[config.mk]
export PLATFORM = sky130hd
export DESIGN_NAME = tone_arbiter
export DESIGN_NICKNAME = d
export VERILOG_FILES = /design/src/rtl/tone_pkg.sv /design/src/rtl/ms_tick.sv /design/src/rtl/tone_arbiter.sv
export SDC_FILE = /design/constraint.sdc
export NUM_CORES = 1
export LEC_CHECK = 0
export BUFFER_PORTS_ARGS = -buffer_cell sky130_fd_sc_hd__clkbuf_2
export CORE_ASPECT_RATIO = 1.1
export CORE_MARGIN = 3
export CORE_UTILIZATION = 45
export CTS_BUF_LIST = sky130_fd_sc_hd__clkbuf_8 sky130_fd_sc_hd__clkbuf_16
export CTS_CLUSTER_SIZE = 20
export DETAILED_ROUTE_END_ITERATION = 7
export PLACE_DENSITY = 0.7
export SETUP_SLACK_MARGIN = 0.02
export SYNTH_ARGS = -nofsm -noshare
export SYNTH_HDL_FRONTEND = slang
export SYNTH_SLANG_ARGS = --single-unit
[constraint.sdc]
create_clock -name clk -period 4.2 [get_ports clk]
set_input_delay 0.84 -clock clk [delete_from_list [all_inputs] [get_ports clk]]
set_output_delay 0.84 -clock clk [all_outputs]
set_load 0.02 [all_outputs]
[src/rtl/tone_pkg.sv]
// Shared types and helpers for the tone path: FSM state encoding,
// millisecond prescaler sizing and packed-bus slice arithmetic.
package tone_pkg;

  typedef enum logic [1:0] {
    S_IDLE  = 2'd0,
    S_GRANT = 2'd1,
    S_PLAY  = 2'd2,
    S_GAP   = 2'd3
  } tone_state_t;

  localparam int MS_PER_S = 1000;

  // Clock cycles per millisecond; never less than one so the prescaler still ticks.
  function automatic int ms_cycles(input int clk_freq);
    int c;
    c = clk_freq / MS_PER_S;
    return (c < 1) ? 1 : c;
  endfunction

  function automatic int max_int(input int a, input int b);
    return (a > b) ? a : b;
  endfunction

  // LSB position of element idx in a packed bus of width-sized fields.
  function automatic int slice_lsb(input int idx, input int width);
    return idx * width;
  endfunction

endpackage

[src/rtl/ms_tick.sv]
// Millisecond prescaler: counts CYCLES clocks and flags the last one of each
// period. A synchronous clear restarts the period from zero.
module ms_tick #(
  parameter int CYCLES = 50000
) (
  input  logic clk,
  input  logic reset,
  input  logic clear,
  output logic tick
);

  localparam int CNT_W = (CYCLES > 1) ? $clog2(CYCLES) : 1;
  localparam logic [CNT_W-1:0] LAST = CNT_W'(CYCLES - 1);

  logic [CNT_W-1:0] cnt;

  // Period counter; wraps after LAST, restarts on clear.
  always_ff @(posedge clk or posedge reset) begin
    if (reset) begin
      cnt <= '0;
    end else if (clear || (cnt == LAST)) begin
      cnt <= '0;
    end else begin
      cnt <= cnt + CNT_W'(1);
    end
  end

  // The tick is not masked by clear: the caller uses it in the same cycle it
  // decides to clear, and ignores it in states where the count is meaningless.
  assign tick = (cnt == LAST);

endmodule

[src/rtl/tone_arbiter.sv]
// Round-robin owner of the single PWM tone path. Picks one pending note
// source, plays its frequency for its duration in ms, inserts a silent gap,
// then frees the path. Pulses tone_restart whenever the tone changes.
module tone_arbiter
  import tone_pkg::*;
#(
  parameter int CLK_FREQ = 50000000,
  parameter int NUM_REQ  = 4,
  parameter int FREQ_W   = 16,
  parameter int DUR_W    = 11,
  parameter int GAP_MS   = 5
) (
  input  logic                         clk,
  input  logic                         reset,
  input  logic [NUM_REQ-1:0]           req,
  input  logic [NUM_REQ*FREQ_W-1:0]    req_freq,
  input  logic [NUM_REQ*DUR_W-1:0]     req_dur,
  output logic [NUM_REQ-1:0]           grant,
  output logic [NUM_REQ-1:0]           done,
  output logic [FREQ_W-1:0]            freq,
  output logic                         tone_restart,
  output logic                         busy,
  output logic [$clog2(NUM_REQ)-1:0]   active_id
);

  localparam int ID_W   = $clog2(NUM_REQ);
  localparam int MS_CYC = ms_cycles(CLK_FREQ);
  localparam int MS_W   = max_int(DUR_W, $clog2(GAP_MS + 1));
  localparam logic [NUM_REQ-1:0] ONE_HOT0 = {{(NUM_REQ-1){1'b0}}, 1'b1};

  tone_state_t          state;
  logic [FREQ_W-1:0]    lat_freq;
  logic [DUR_W-1:0]     lat_dur;
  logic [MS_W-1:0]      ms_cnt;
  logic [MS_W-1:0]      ms_next;

  logic [FREQ_W-1:0]    freq_arr [NUM_REQ];
  logic [DUR_W-1:0]     dur_arr  [NUM_REQ];

  logic                 pick_valid;
  logic [ID_W-1:0]      pick_id;
  logic [ID_W-1:0]      scan_idx;

  logic                 tick;
  logic                 ms_clear;
  logic                 play_end;
  logic                 gap_end;

  // Unpack the per-requester frequency and duration fields.
  generate
    for (genvar gi = 0; gi < NUM_REQ; gi++) begin : g_unpack
      assign freq_arr[gi] = req_freq[slice_lsb(gi, FREQ_W) +: FREQ_W];
      assign dur_arr[gi]  = req_dur[slice_lsb(gi, DUR_W) +: DUR_W];
    end
  endgenerate

  // Round-robin scan from the requester after the last grant, with wrap.
  // Walking from the farthest offset to the nearest lets the nearest win.
  always_comb begin
    pick_valid = 1'b0;
    pick_id    = '0;
    scan_idx   = '0;
    for (int k = NUM_REQ; k >= 1; k--) begin
      scan_idx = ID_W'((int'(active_id) + k) % NUM_REQ);
      if (req[scan_idx]) begin
        pick_valid = 1'b1;
        pick_id    = scan_idx;
      end
    end
  end

  // Millisecond accounting: ms_next is the count including this cycle's tick,
  // so PLAY ends on the exact cycle the dur-th millisecond completes. A zero
  // duration matches on the first PLAY cycle through ms_cnt itself.
  assign ms_next  = ms_cnt + MS_W'(tick);
  assign play_end = (ms_cnt == MS_W'(lat_dur)) || (ms_next == MS_W'(lat_dur));
  assign gap_end  = (ms_next == MS_W'(GAP_MS));
  assign ms_clear = (state == S_GRANT) || ((state == S_PLAY) && play_end);

  ms_tick #(
    .CYCLES (MS_CYC)
  ) u_ms_tick (
    .clk   (clk),
    .reset (reset),
    .clear (ms_clear),
    .tick  (tick)
  );

  // Arbiter FSM with registered outputs. active_id doubles as the
  // round-robin pointer since both always hold the last granted index.
  always_ff @(posedge clk or posedge reset) begin
    if (reset) begin
      state        <= S_IDLE;
      grant        <= '0;
      done         <= '0;
      freq         <= '0;
      tone_restart <= 1'b0;
      busy         <= 1'b0;
      active_id    <= ID_W'(NUM_REQ - 1);
      lat_freq     <= '0;
      lat_dur      <= '0;
      ms_cnt       <= '0;
    end else begin
      grant        <= '0;
      done         <= '0;
      tone_restart <= 1'b0;
      case (state)
        S_IDLE: begin
          // Holding off while tone_restart is high keeps restart pulses
          // apart when there is no gap between notes.
          if (pick_valid && !tone_restart) begin
            state        <= S_GRANT;
            active_id    <= pick_id;
            lat_freq     <= freq_arr[pick_id];
            lat_dur      <= dur_arr[pick_id];
            grant        <= ONE_HOT0 << pick_id;
            tone_restart <= 1'b1;
            busy         <= 1'b1;
          end
        end
        S_GRANT: begin
          freq   <= lat_freq;
          ms_cnt <= '0;
          state  <= S_PLAY;
        end
        S_PLAY: begin
          if (play_end) begin
            done         <= ONE_HOT0 << active_id;
            freq         <= '0;
            tone_restart <= 1'b1;
            ms_cnt       <= '0;
            if (GAP_MS > 0) begin
              state <= S_GAP;
            end else begin
              state <= S_IDLE;
              busy  <= 1'b0;
            end
          end else begin
            ms_cnt <= ms_next;
          end
        end
        S_GAP: begin
          if (gap_end) begin
            state  <= S_IDLE;
            busy   <= 1'b0;
            ms_cnt <= '0;
          end else begin
            ms_cnt <= ms_next;
          end
        end
        default: state <= S_IDLE;
      endcase
    end
  end

endmodule
==> impl_results.md, run 1 <==
- Status: complete, no violations
- Clk slew on worst S/H paths: roughly 0.06 ns
- Worst Path Arrival: 3.79 ns
- Setup-failing EPs final: 0
- Post-CTS Setup Repair Bufs: 0
- GR peak layer: met2
- Met1 GRT Util: 0.283
- Global placer's final weighted congestion: 0.912
- M2 GR Usage: 0.318
- Syn nets: 717
- Crit-path most repeated cell: ha_1
- Met3 Track Usage GR: 0.0377
- Syn_area_per_cell: 8.93 um^2
- CP Capture Type: flip-flop
- Area Overhead vs Synth: 19.3%
- Worst Path Max Fanout: 21
- Fillers: 1044
- Hold_buf cts: 0
- CTS HTree Levels: 3
- Post-Route WL: 12900 um
- CP Cell Sequence: ha_1 > and3_1 > and3_1 > ha_1 > ha_1 > nand3_2 > or4_1 > o211ai_1 > nor2_1 > or3_1 > a21boi_2 > buf_4 > nor4_1
- CP max stage cell: or4_1
- Period utilization: 0.861
- Slowest stage delay, CP: approximately 0.54 ns
- First-pass GRT wire length: about 22000 um
- Register area share after synthesis: 0.399
- Grt ovf: 0
- Hold Vio Cnt, Final: 0
- PwrDens: approximately 680 nW/um^2
- Largest net degree at the start of global routing: 60
- Area of the multi-input gates: around 2900 um^2
- Clock sinks: 84
- Synth async-reset ratio: 1.00
- Die Ht: 120 um
- WS Path Type: flip-flop to flip-flop
- Number of distinct library cells after synthesis: 55
- Max Clock Skew: 0.00887 ns
- RSZ-0062 raised after global routing: false
- Core Rows: 40
- Most instantiated library cell after synthesis: nand2_1
- Share of the synthesized area in the top cell type: 0.389
- Dominant synthesized flop cell: dfrtp_1
- Clk_lat worst skew: 0.34 ns
- Number of global-route vias before repair: approximately 4.5k
- Max-Slew Margin vs Limit: 0.358
- Fmax: 0.276 GHz
- Number of I/O pins: 142
- Drt pass-1 iters: 4
- Max Cap Viol: 0
- Total negative slack: 0 ns
- Die ar.: 13100 um^2
- DR iter-0 viols: 245
- Clock buffer count from CTS: 9
- Total core area: 11200 um^2
- Post-synth EDFFs: 0
- Flops & latches, synth: 84
- CP Launch Type: flip-flop
- Slew Limit Fails: 0
- Die width: 109 um
- Worst setup margin: 0.583 ns
- CTS tree: built
- Mapped cell area: 5280 um^2
- Via density: 5.38
- Post-synth top area cell: dfrtp_1
- Clock root buffer: clkbuf_16
- Final net count: between 800 and 900
- HPWL after DPL: 9820 um
- Post-Synthesis Cells: 591
- Reg2reg path depth: 13
- WL/cell: 15.0 um
- N_diodes: 0
- WHS Path Cells: 1
- Post-layout minimum cycle time: approximately 3.6 ns
- CP top delay family: simple AND/OR/NAND/NOR gates
- Cell leakage power: 3.06 nW
- Slew @ Worst Pin: 0.960 ns
- Initial antenna violation count: 0
- Ranking of synthesized cells by area: dfrtp_1 39%, nand2_1 7.0%, and3_1 4.4%, a211oi_1 4.3%, and2_1 4.0%
- Peak VDD IR: 0.000402 V
- Total power: 4.30 mW
- Drc violations: 0
- Synth warn: 0
- Initial Util: 0.473
- Port bufs: 141
- Reg area: approximately 2100 um^2
- Antenna Violating Nets Remaining: 0
- Vias: around 4.6k
- Layout cells sized above 1: 0.261
- Stages on the worst setup path: 13
- CTS max path bufs: 2
- Synth cell count leaders: 99 x nand2_1, 82 x dfrtp_1, 37 x and3_1, 34 x and2_1, 31 x nor2_1
- Post-CTS sizing: 0
- CP bufs+invs: 1
- Min-delay worst type: flip-flop to flip-flop
- Overall Global Routing Usage: 0.204
- Pre-CTS setup slack: 0.589 ns
- Critical Path RT: 4.37 ns
[per-stage QoR]
step	std cells	hold slack, ns	util	area, um^2
final	856	0.476	0.564	6300
after global routing	856	0.506	0.564	6300
after CTS	856	0.480	0.564	6300
after detailed placement	840	0.466	0.540	6030
after global placement	840	0.445	0.540	6030
after floorplan	591	0.431	-	5280
[metal layers]
layer,part of all wire,vias to the layer above
li1,-,2323
met1,0.46,2136
met2,0.47,136
met3,0.055,12
met4,0.012,0
met5,0,-
[cell usage in the layout, fill, tap and decap left out, types with 11 or more instances in the layout]
cell type  synthesis  routed
xor2_1            22      22
clkbuf_2           0     141
nor3_1            15      15
a211oi_1          30      30
nor2_1            31      31
nor4_1            17      17
dfrtp_1           82      82
nand2_1           99      98
ha_1              12      12
and3_1            37      37
xnor2_1           19      19
and2_1            34      34
a22o_1            14      14
nand3_1           11      11
o31ai_1           27      27
[report_power, final]
| part | internal, mW | leakage [nW] | switching [mW] |
|---|---|---|---|
| combinational | 0.955 | 1.83 | 1.35 |
| clock | 0.398 | 0.137 | 0.316 |
| sequential | 1.06 | 1.09 | 0.218 |
[final timing paths]
path                                            startpoint  slack [ns]                          end
worst max-delay path            u_ms_tick.cnt[0]$_DFF_PP0_        0.58  u_ms_tick.cnt[13]$_DFF_PP0_
min in group asynchronous                            reset        0.67            done[2]$_DFF_PP0_
max in group asynchronous                            reset        2.66        ms_cnt[5]$_DFFE_PP0P_
worst min-delay path            u_ms_tick.cnt[0]$_DFF_PP0_        0.48   u_ms_tick.cnt[0]$_DFF_PP0_
worst min register to register  u_ms_tick.cnt[0]$_DFF_PP0_        0.48   u_ms_tick.cnt[0]$_DFF_PP0_
worst max register to register  u_ms_tick.cnt[0]$_DFF_PP0_        0.58  u_ms_tick.cnt[13]$_DFF_PP0_
[layout make-up]
type	instances	area share
repair buffers	149	0.122
flip-flops and latches	84	0.334
multi-input cells	451	0.467
inverters	9	0.00556
well taps	147	0.0292
clock inverters	7	0.00696
clock buffers	9	0.0358
[logic make-up after synthesis]
logic type	share of synthesized area
muxes	0.0318
xor gates and xnor gates	0.0742
AOI/OAI and AO/OA	0.147
and+or+nand+nor	0.270
adders and majority gates	0.0284
DFF	0.399
buffers and inverters	0.0498
[sequential cells by signal (all words and copies together) (netlist names)]
signal,flops
done,4
busy,1
active_id,2
freq,16
grant,4
state,2
u_ms_tick.cnt,16
ms_cnt,11
lat_dur,11
lat_freq,16
tone_restart,1
No activity file was read; power rests on OpenSTA's default activity.
==> run 2: changes to the inputs <==
- CORE_MARGIN: 3 -> not set
- PLACE_DENSITY: 0.7 -> 0.73
- clock period: 4.2 -> 3.1 ns (I/O delays scaled with it)
==> impl_results.md, run 2 (synthesis gave the netlist of run 1 again) <==
- Status: complete, but fails checks
- Violated checks: negative setup slack
- Clock sinks: 84
- Drc violations: 0
- Period utilization: 1.04
- Area of the multi-input gates: between 3000 and 4000 um^2
- Slowest stage delay, CP: approximately 0.43 ns
- WL/cell: 15.5 um
- Number of global-route vias before repair: 4643
- HPWL after DPL: 9950 um
- Drt pass-1 iters: 5
- Fin util: 0.602
- N_diodes: 0
- Total negative slack: -2.00 ns
- Hold WS: 0.363 ns
- Fillers: 980
- Pre-CTS setup slack: -0.0620 ns
- Reg2reg path depth: 13
- Reg area: 2100 um^2
- Max-Slew Margin vs Limit: 0.380
- CP max stage cell: or4_4
- Via density: approximately 5.5
- Critical Path RT: 3.31 ns
- Clock root buffer: clkbuf_16
- Clk slew on worst S/H paths: approximately 0.060 ns
- Largest net degree at the start of global routing: 60
- Most common cell after layout, fill and taps aside: clkbuf_2
- Number of I/O pins: 142
- Finished Layout Cells: 896
- Part of the power in the clock network: 0.179
- Int Power: 3.67 mW
- FF-to-FF setup slack: -0.11 ns
- Fmax: 0.311 GHz
- CP Launch Type: flip-flop
- RSZ-0062 raised after global routing: true
- Cell leakage power: 3.32 nW
- Placed cell areas: 6340 um^2
- Initial Util: 0.461
- Global placer's final weighted congestion: 0.927
- First-pass GRT wire length: about 23000 um
- Setup-failing EPs final: 31
- Clock buffer count from CTS: 9
- CTS tree: built
- WS Path Type: flip-flop to flip-flop
- Final net count: 867
- Biggest regs: freq: 16 flops, lat_freq: 16 flops, u_ms_tick.cnt: 16 flops
- Worst Path Max Fanout: 5
- Post-Route WL: 13900 um
- Reg2Reg Capture Point: u_ms_tick.cnt[13]$_DFF_PP0_
- Min-delay worst type: input port to asynchronous set/reset pin
- Most frequent cells in the layout: 141 x clkbuf_2, 98 x nand2_1, 82 x dfrtp_1
- Die ar.: 12200 um^2
- Core Rows: between 40 and 50
- Vias: 4898
- Total core area: 11400 um^2
- Peak VDD IR: 0.000463 V
- Die Ht: 116 um
- Initial antenna violation count: 0
- Slew @ Worst Pin: 0.927 ns
- Worst setup margin: -0.114 ns
- Gate power share: 0.553
- Post-layout minimum cycle time: 3.21 ns
- Worst Path Arrival: between 3 and 4 ns
- Antenna Violating Nets Remaining: 0
- Post-placement cell count: 871
- Clk_lat worst skew: between 0.3 and 0.4 ns
- PwrDens: 927 nW/um^2
- Sequential Power Share: 0.267
- Max Cap Viol: 0
- Hold Vio Cnt, Final: 0
- Max Clock Skew: 0.00722 ns
- Die width: 105 um
- Layout cells sized above 1: 0.338
- CTS max path bufs: 2
- Total power: ~6.4 mW
- Port bufs: around 140
- DR iter-0 viols: 217
- CP Cell Sequence: ha_2 > and3_4 > and3_4 > ha_4 > ha_4 > xor2_1 > nor3_1 > a31oi_1 > or4_4 > or3_4 > a21boi_4 > clkbuf_16 > nor4_1
- Slew Limit Fails: 0
- Critical R2R Launch: u_ms_tick.cnt[0]$_DFF_PP0_
- CP Capture Type: flip-flop
- Switching power total: 2.72 mW
- Design area: 6880 um^2
- Grt ovf: 0
- Overall Global Routing Usage: 0.237
- Switching Share: 0.426
- CTS HTree Levels: 3
- Area Overhead vs Synth: 30.4%
-- run 2: power by group through the flow --
stage	Sequential [mW]	Combinational, mW	Clock (mW)
finish	1.71	3.53	1.14
global route	1.75	3.94	1.21
CTS	1.70	3.48	1.17
detailed placement	1.71	3.38	0
global placement	1.71	3.28	0
floorplan	1.76	2.43	0
-- run 2: area by class of cell --
type	instances	area share
multi-input cells	452	0.455
inverters	9	0.00509
well taps	150	0.0273
clock inverters	7	0.0133
repair buffers	185	0.161
flip-flops and latches	84	0.306
clock buffers	9	0.0327
-- run 2: worst max-delay path by stage --
stage                                      startpoint                          end  slack [ns]  cells past startpoint
after global routing      u_ms_tick.cnt[13]$_DFF_PP0_  u_ms_tick.cnt[10]$_DFF_PP0_       -0.23                     13
after global placement    u_ms_tick.cnt[12]$_DFF_PP0_          freq[9]$_DFFE_PP0P_       0.002                     13
after CTS                 u_ms_tick.cnt[12]$_DFF_PP0_            done[1]$_DFF_PP0_       -0.11                     13
after floorplan            u_ms_tick.cnt[0]$_DFF_PP0_          freq[0]$_DFFE_PP0P_       -0.26                     17
after detailed placement  u_ms_tick.cnt[12]$_DFF_PP0_  u_ms_tick.cnt[15]$_DFF_PP0_       -0.06                     14
final                      u_ms_tick.cnt[0]$_DFF_PP0_  u_ms_tick.cnt[13]$_DFF_PP0_       -0.11                     13
-- run 2: per-layer routing --
metal	vias to the layer above	track usage	wire length, um
met5	-	0	0
met2	170	0.403	6760
met3	23	0.0439	759
met4	0	0.0864	274
li1	2394	-	-
met1	2311	0.303	6120
-- run 2: critical path: cells and delay by family, from the launching register on --
family	cells	cell delay (ns)
AOI/OAI and AO/OA	2	0.35
and+or+nand+nor	6	1.40
buffers and inverters	1	0.20
DFF	1	0.40
xor gates and xnor gates	1	0.17
adders and majority gates	3	0.56
-- run 2: timing repair --
action,CTS,global route
pin swaps,13,16
endpoints found under the hold margin,0,0
endpoints found under the setup margin,50,55
cloned,1,2
hold buffers,0,0
buffers inserted,3,3
gates resized for setup,8,24
